## src/rtl/zbuffer_writer.sv

```systemverilog
// zbuffer_writer: depth-tested pixel writer with a 3-stage read/compare
// pipeline, write forwarding, and a full depth/framebuffer clear engine.
module zbuffer_writer #(
  parameter int unsigned             FB_HRES     = 320,
  parameter int unsigned             FB_VRES     = 180,
  parameter int unsigned             ZWIDTH      = 16,
  parameter int unsigned             COLOR_WIDTH = 16,
  parameter logic [COLOR_WIDTH-1:0]  CLEAR_COLOR = '0,
  localparam int unsigned            ADDR_WIDTH  = $clog2(FB_HRES * FB_VRES),
  localparam int unsigned            HWIDTH      = $clog2(FB_HRES),
  localparam int unsigned            VWIDTH      = $clog2(FB_VRES)
) (
  input  logic                     clk_in,
  input  logic                     rst_in,
  input  logic                     valid_in,
  output logic                     ready_out,
  input  logic [HWIDTH-1:0]        hcount_in,
  input  logic [VWIDTH-1:0]        vcount_in,
  input  logic signed [ZWIDTH-1:0] z_in,
  input  logic [COLOR_WIDTH-1:0]   color_in,
  input  logic                     clear_in,
  output logic                     clear_done_out,
  output logic [ADDR_WIDTH-1:0]    depth_raddr_out,
  input  logic [ZWIDTH-1:0]        depth_rdata_in,
  output logic                     depth_we_out,
  output logic [ADDR_WIDTH-1:0]    depth_waddr_out,
  output logic [ZWIDTH-1:0]        depth_wdata_out,
  output logic                     fb_we_out,
  output logic [ADDR_WIDTH-1:0]    fb_addr_out,
  output logic [COLOR_WIDTH-1:0]   fb_color_out
);

  localparam int unsigned       NPIX      = FB_HRES * FB_VRES;
  localparam int unsigned       CNT_WIDTH = ADDR_WIDTH + 1;
  localparam logic [ZWIDTH-1:0] Z_FAR     = {1'b0, {(ZWIDTH-1){1'b1}}};

  typedef enum logic [1:0] {
    ST_CLEAR = 2'd0,
    ST_RUN   = 2'd1,
    ST_DRAIN = 2'd2
  } state_e;

  typedef struct packed {
    logic                   vld;
    logic [ADDR_WIDTH-1:0]  addr;
    logic [ZWIDTH-1:0]      z;
    logic [COLOR_WIDTH-1:0] color;
  } pix_t;

  typedef struct packed {
    logic                   we;
    logic [ADDR_WIDTH-1:0]  addr;
    logic [ZWIDTH-1:0]      z;
    logic [COLOR_WIDTH-1:0] color;
  } wr_t;

  typedef struct packed {
    logic                  we;
    logic [ADDR_WIDTH-1:0] addr;
    logic [ZWIDTH-1:0]     z;
  } hist_t;

  state_e                state_q, state_d;
  logic [CNT_WIDTH-1:0]  clr_q, clr_d;
  logic                  ready_q, ready_d;
  logic                  done_q, done_d;
  wr_t                   wr_q, wr_d;
  pix_t                  s1_q, s1_d, s2_q, s3_q;
  logic [ADDR_WIDTH-1:0] raddr_q, raddr_d;
  hist_t                 hist1_q, hist1_d, hist2_q;

  logic                  in_range_c;
  logic [ADDR_WIDTH-1:0] pix_addr_c;
  logic [ZWIDTH-1:0]     eff_z_c;
  logic                  pass_c;
  logic                  in_flight_c;

  // Input stage: address generation, range check and read-address capture.
  always_comb begin
    in_range_c = (32'(hcount_in) < FB_HRES) && (32'(vcount_in) < FB_VRES);
    pix_addr_c = ADDR_WIDTH'(vcount_in) * ADDR_WIDTH'(FB_HRES) + ADDR_WIDTH'(hcount_in);
    s1_d       = '0;
    s1_d.vld   = valid_in && ready_q && in_range_c;
    s1_d.addr  = pix_addr_c;
    s1_d.z     = z_in;
    s1_d.color = color_in;
    raddr_d    = s1_d.vld ? pix_addr_c : raddr_q;
    hist1_d    = '{we: wr_q.we, addr: wr_q.addr, z: wr_q.z};
  end

  // Effective stored depth: memory data overridden by the newest in-flight write.
  always_comb begin
    eff_z_c = depth_rdata_in;
    if (hist2_q.we && (hist2_q.addr == s3_q.addr)) eff_z_c = hist2_q.z;
    if (hist1_q.we && (hist1_q.addr == s3_q.addr)) eff_z_c = hist1_q.z;
    if (wr_q.we && (wr_q.addr == s3_q.addr))       eff_z_c = wr_q.z;
    pass_c      = s3_q.vld && ($signed(s3_q.z) < $signed(eff_z_c));
    in_flight_c = s1_q.vld || s2_q.vld || s3_q.vld;
  end

  // Pipeline registers and write history used for forwarding.
  always_ff @(posedge clk_in or negedge rst_in) begin
    if (!rst_in) begin
      s1_q    <= '0;
      s2_q    <= '0;
      s3_q    <= '0;
      raddr_q <= '0;
      hist1_q <= '0;
      hist2_q <= '0;
    end else begin
      s1_q    <= s1_d;
      s2_q    <= s1_q;
      s3_q    <= s2_q;
      raddr_q <= raddr_d;
      hist1_q <= hist1_d;
      hist2_q <= hist1_q;
    end
  end

  // Next-state and write-port selection: clear sweep or depth-test result.
  always_comb begin
    state_d     = state_q;
    clr_d       = clr_q;
    done_d      = 1'b0;
    wr_d.we     = pass_c;
    wr_d.addr   = s3_q.addr;
    wr_d.z      = s3_q.z;
    wr_d.color  = s3_q.color;
    unique case (state_q)
      ST_CLEAR: begin
        if (clr_q == CNT_WIDTH'(NPIX)) begin
          state_d = ST_RUN;
          done_d  = 1'b1;
          clr_d   = '0;
        end else begin
          wr_d.we    = 1'b1;
          wr_d.addr  = clr_q[ADDR_WIDTH-1:0];
          wr_d.z     = Z_FAR;
          wr_d.color = CLEAR_COLOR;
          clr_d      = clr_q + CNT_WIDTH'(1);
        end
      end
      ST_RUN: begin
        if (clear_in) state_d = ST_DRAIN;
      end
      ST_DRAIN: begin
        if (!in_flight_c) state_d = ST_CLEAR;
      end
      default: state_d = ST_CLEAR;
    endcase
    ready_d = (state_d == ST_RUN);
  end

  // State, clear counter and registered outputs.
  always_ff @(posedge clk_in or negedge rst_in) begin
    if (!rst_in) begin
      state_q <= ST_CLEAR;
      clr_q   <= '0;
      ready_q <= 1'b0;
      done_q  <= 1'b0;
      wr_q    <= '0;
    end else begin
      state_q <= state_d;
      clr_q   <= clr_d;
      ready_q <= ready_d;
      done_q  <= done_d;
      wr_q    <= wr_d;
    end
  end

  assign ready_out       = ready_q;
  assign clear_done_out  = done_q;
  assign depth_raddr_out = raddr_q;
  assign depth_we_out    = wr_q.we;
  assign depth_waddr_out = wr_q.addr;
  assign depth_wdata_out = wr_q.z;
  assign fb_we_out       = wr_q.we;
  assign fb_addr_out     = wr_q.addr;
  assign fb_color_out    = wr_q.color;

endmodule
```

## config.mk

```make
export PLATFORM = sky130hd
export DESIGN_NAME = zbuffer_writer
export DESIGN_NICKNAME = d
export VERILOG_FILES = /design/src/rtl/zbuffer_writer.sv
export SDC_FILE = /design/constraint.sdc
export NUM_CORES = 1
export LEC_CHECK = 0
export ABC_AREA = 1
export ABC_CLOCK_PERIOD_IN_PS = 3790
export CORE_UTILIZATION = 54
export CTS_CLUSTER_SIZE = 20
export DETAILED_ROUTE_END_ITERATION = 10
export GPL_TIMING_DRIVEN = 0
export PLACE_DENSITY = 0.81
export REMOVE_ABC_BUFFERS = 1
export SYNTH_ARGS = -nofsm -noshare
export SYNTH_HDL_FRONTEND = slang
export SYNTH_SLANG_ARGS = --single-unit
```

## constraint.sdc

```tcl
create_clock -name clk_in -period 3.79 [get_ports clk_in]
set_clock_uncertainty 0.2 [all_clocks]
set_input_delay 1.137 -clock clk_in [delete_from_list [all_inputs] [get_ports clk_in]]
set_output_delay 1.137 -clock clk_in [all_outputs]
set_load 0.02 [all_outputs]
```

# After elaboration in Yosys (flattened, before gate mapping)
# Index checks and enable logic that the tools add are counted.
[op_classes]
n_addsub = 2
multipliers = 1
magnitude_cmp = 3
eq_ne = 7
n_mux = 12
n_reduce_logical = 10
[ops]
columns = ["operator", "count"]
rows = [
  ["2-to-1 mux 49 bit", 2],
  ["== test 16 bit", 3],
  ["2-to-1 mux 16 bit", 3],
  ["adder 17 x 1 -> 17 bit (second input constant)", 1],
  ["== test 17 x 16 -> 1 bit (second input constant)", 1],
  ["2-to-1 mux 17 bit", 1],
  ["adder 16 x 9 -> 16 bit", 1],
  ["< comparator 16 bit", 1],
  ["multiplier 8 x 3 -> 10 bit (second input constant)", 1],
  ["< comparator 9 bit (second input constant)", 1],
  ["< comparator 8 bit (second input constant)", 1],
  ["logical AND 1 bit", 7],
  ["2-to-1 mux 2 bit", 3],
  ["one-hot mux 2 bit (3 select lines)", 1],
  ["== test 2 x 1 -> 1 bit (second input constant)", 2],
  ["== test 2 bit (second input constant)", 1],
  ["logical NOT 2 bit", 1],
  ["logical OR 1 bit", 2],
  ["2-to-1 mux 1 bit", 2],
]
[totals]
register_bits = 299

# Depth between registers and ports, before layout
[depth]
ltp_word = 9
ltp_mapped = 25

# Worst setup path after synthesis
# No wires, ideal clock.
[synth_path]
path_type = "input to register"
from = "in vcount_in[1]"
to = "reg raddr_q[15] (netlist: depth_raddr_out[15])"
setup_time_ns = 0.065
arrival_ns = 2.951
path_slack_ns = 0.574
path_stages = 11
path_buffers = 0
cell_sequence = "ha_1 ha_1 inv_1 fa_1 nor3_1 nand3b_1 nor2_1 nand2_1 xnor2_1 nand2_1 nand2_1"
[synth_rtl]
columns = ["item", "line", "text"]
rows = [
  ["start, declared", "18", "input logic [VWIDTH-1:0] vcount_in,"],
  ["multiplier 8 x 3 -> 10 bit", "81", "pix_addr_c = ADDR_WIDTH'(vcount_in) * ADDR_WIDTH'(FB_HRES) + ADDR_WIDTH'(hcount_in);"],
  ["adder 16 x 9 -> 16 bit", "81", ""],
  ["net pix_addr_c[15]", "73", "logic [ADDR_WIDTH-1:0] pix_addr_c;"],
  ["end signal, assigned", "114", "raddr_q <= raddr_d;"],
  ["end, declared", "69", "logic [ADDR_WIDTH-1:0] raddr_q, raddr_d;"],
]
# The timed path passes the listed nets, and every way through them passes these cells.
# A chain may end at the register's enable or synchronous reset.

==> summary.md <==
| Metric | Value |
|---|---|
| Final worst path period need | between 3 and 4 ns |
| Final hold slack | 0.142 ns |
| Final setup TNS | 0 ns |
| Vias in the first global route | 7,284 |
| Post_cts resized | 0 |
| Critical path arrival | about 3.7 ns |
| Synthesis-to-finish area growth | 24.3% |
| FP Rows | 52 |
| Final period util | 0.931 |
| Initial antenna violation count | 1 |
| Total global routing track utilization | 0.212 |
| PortBufs | between 150 and 200 |
| Max Fclk | 0.283 GHz |
| Layout cell share with drive strength beyond 1 | 0.0879 |
| Post-synthesis register bit count | ~300 |
| Drt initial violations | ~520 |
| Worst slew pin tran | roughly 1.0 ns |
| Root Driver | clkbuf_16 |
| Worst-Skew Late Latency | 0.53 ns |
| Fillcell total | around 1,400 |
| Die span in x | between 100 and 150 um |
| Crit path kind | flop to flop |
| Fin nets | approximately 1,200 |
| TritonRoute pass-1 iters | 6 |
| Post-Syn Area | roughly 11,000 um2 |
| Worst Setup EP | depth_we_out |
| Min-delay worst type | flop to flop |
| CP endpoint kind | flop |
| Register share of total power | 0.482 |
| Gpl congestion | roughly 0.94 |
| Most frequent cells after synthesis | 299 x dfrtp_1, 200 x nand2_1, 103 x inv_1, 90 x nor2_1, 32 x ha_1 |
| Leading area contributor after synthesis | dfrtp_1 |
| R2R Path Start | s3_q[37] |
| Clock power share | 0.366 |
| Total Routed Length | between 20 and 25 mm |
| Cts hold-fix bufs | 0 |
| Core Box Area | 20,200 um2 |
| Primary FF master, synth | dfrtp_1 |
| Combinational share of power | 0.153 |
| Vias | around 7,000 |
| Syn Area/Cell | about 11 um2 |
| DRC | 0 |
| Post-CTS setup buffer count | 0 |
| Sink Count | between 200 and 300 |
| Yosys Warn Count | 0 |
| Tot Pwr | 0.00787 W |
| Ys async rst share | 1.00 |
| Num ports | roughly 150 |
| Via/cell ratio | between 4 and 5 |
| Maxcap violations | 0 |
| H-tree levels | 1 |
| Area of the multi-input gates | about 3100 um2 |
| Setup slack, reg-to-reg | between 0.2 and 0.3 ns |
| Maximum number of pins on one net before global-route repair | about 120 |
| DIE AREA | approximately 21,000 um2 |
| Post-synth EDFFs | 0 |
| RR Endpoint | depth_we_out |
| Share of the synthesized area in the top cell type | 0.670 |
| FF-to-FF path depth | 18 |
| CTS tree | yes |
| Run status | complete, no violations |
| Distinct cells, synth | 44 |
| Wirelength per Cell | 15.0 um |
| Die Ht | 146 um |
| RSZ-0062 raised after global routing | false |
| Post-route ant nets | 0 |
| Setup violators final | 0 |
| Global route overflow | 0 |
| Num CTS Buffers | 29 |
| Max Slew Vio Count | 0 |
| Post-DP HPWL | roughly 15 mm |
| Cells after synthesis | approximately 990 |
| Initial Utilization | 0.552 |
| Net Switching | about 0.0021 W |
| Setup crit start kind | flop |
| Rel. slew slack | 0.302 |
| Most frequent cell after synthesis | dfrtp_1 |
| First-pass GRT wire length | between 30 and 40 mm |
| Final Cell Area | 13,900 um2 |
| Critical Path RT | 3.98 ns |
| Sequential fraction of the synthesis area | 0.670 |
| Pwr dens | 567 nW/um2 |
| Internal power | between 0.005 and 0.006 W |
| Total placed instance area | about 13,000 um2 |
| Sw Share | 0.267 |
| Max VDD drop | between 400 and 500 uV |
| Synth area leaders | dfrtp_1 67%, nand2_1 6.7%, ha_1 3.6% |
| CP Max Fanout | 16 |
| Worst setup path start | s3_q[37] |
| Clk slew on worst S/H paths | around 0.060 ns |
| P_leak | approximately 6.6 nW |
| CTS Buffer Depth | 3 |
| Reg area | 7480 um2 |
| Final hold vios | 0 |
-- layout make-up --
class / count / area share
Tap cell: 270 / 0.0243
Sequential cell: 299 / 0.539
Clock buffer: 44 / 0.0636
Clock inverter: 8 / 0.00703
Timing Repair Buffer: 154 / 0.114
Multi-Input combinational cell: 542 / 0.221
Inverter: 114 / 0.0308
Antenna cell: 1 / 0.000180
-- worst max-delay path, stage by stage (launching register included) --
cell	delay [ns]
dfrtp_1	0.52
inv_2	0.11
nand2_1	0.08
o21ai_1	0.06
nor2_1	0.09
nand2_1	0.10
nor2_4	0.14
nand3_4	0.26
mux2_4	0.38
mux2i_1	0.18
nor2_1	0.06
a21oi_1	0.17
ha_1	0.27
a21oi_1	0.17
o21a_1	0.14
o221a_2	0.20
nand3_1	0.09
nand3_1	0.10
nand2_1	0.05
-- registers in the layout (all words and copies together), names as in the netlist --
name and flops:
clear_done_out 1, clr_q 17, depth_raddr_out 16, depth_waddr_out 16
depth_wdata_out 16, depth_we_out 1, fb_color_out 16, hist1_q 33
hist2_q 33, ready_out 1, s1_q 49, s2_q 49
s3_q 49, state_q 2
-- worst min-delay path by stage --
stage | start | to | cells past startpoint
after global routing | s2_q[45] | s3_q[45] | 0
final | s1_q[46] | s2_q[46] | 0
after floorplan | s1_q[0] | s2_q[0] | 0
after detailed placement | s1_q[11] | s2_q[11] | 0
after CTS | s1_q[46] | s2_q[46] | 0
after global placement | s2_q[45] | s3_q[45] | 0
-- power groups by stage --
stage / Sequential, W / Clock, W / Combinational [W]
6_report: 0.00379 / 0.00288 / 0.00120
5_1_grt: 0.00383 / 0.00308 / 0.00135
4_1_cts: 0.00379 / 0.00293 / 0.00121
3_5_place_dp: 0.00384 / 0 / 0.00120
3_3_place_gp: 0.00382 / 0 / 0.00116
2_1_floorplan: 0.00387 / 0 / 0.000592
-- cells in the final DEF (no fill, tap or decap), drive strengths merged, types with 12 or more instances in the layout --
master	instances
nand3	23
inv	116
nand2	202
a21oi	31
xnor2	13
nor2	95
mux2	14
dfrtp	299
nand4	12
nor3	18
clkdlybuf4s50	151
ha	32
xor2	16
o21ai	32
or2	15
mux2i	15
clkbuf	44
-- metrics by stage --
step	utilization	worst slack, ns	cells
2_1_floorplan	-	0.567	955
3_3_place_gp	0.634	-10.61	1377
3_5_place_dp	0.637	-0.138	1379
4_1_cts	0.686	0.265	1431
5_1_grt	0.686	0.0169	1431
6_report	0.686	0.262	1432
-- metal layers --
layer  up-vias  GRT usage  part of all wire
met1      3370      0.296              0.45
met2       215      0.338              0.47
li1       3403          -                 -
met4         0     0.0795             0.032
met5         -          0                 0
met3        56     0.0351             0.053
-- cells by family (layout without fill, tap and decap cells) --
| logic type | Yosys count | after routing | share of synthesized area |
|---|---|---|---|
| compound gates | 77 | 77 | 0.0381 |
| xor+xnor | 29 | 29 | 0.0228 |
| fa+ha+maj | 34 | 34 | 0.0395 |
| buf+inv | 144 | 320 | 0.0552 |
| flops | 299 | 299 | 0.670 |
| mux | 29 | 29 | 0.0306 |
| other cells | 0 | 1 | 0 |
| simple gates | 373 | 373 | 0.143 |
No activity file was read; power rests on OpenSTA's default activity.
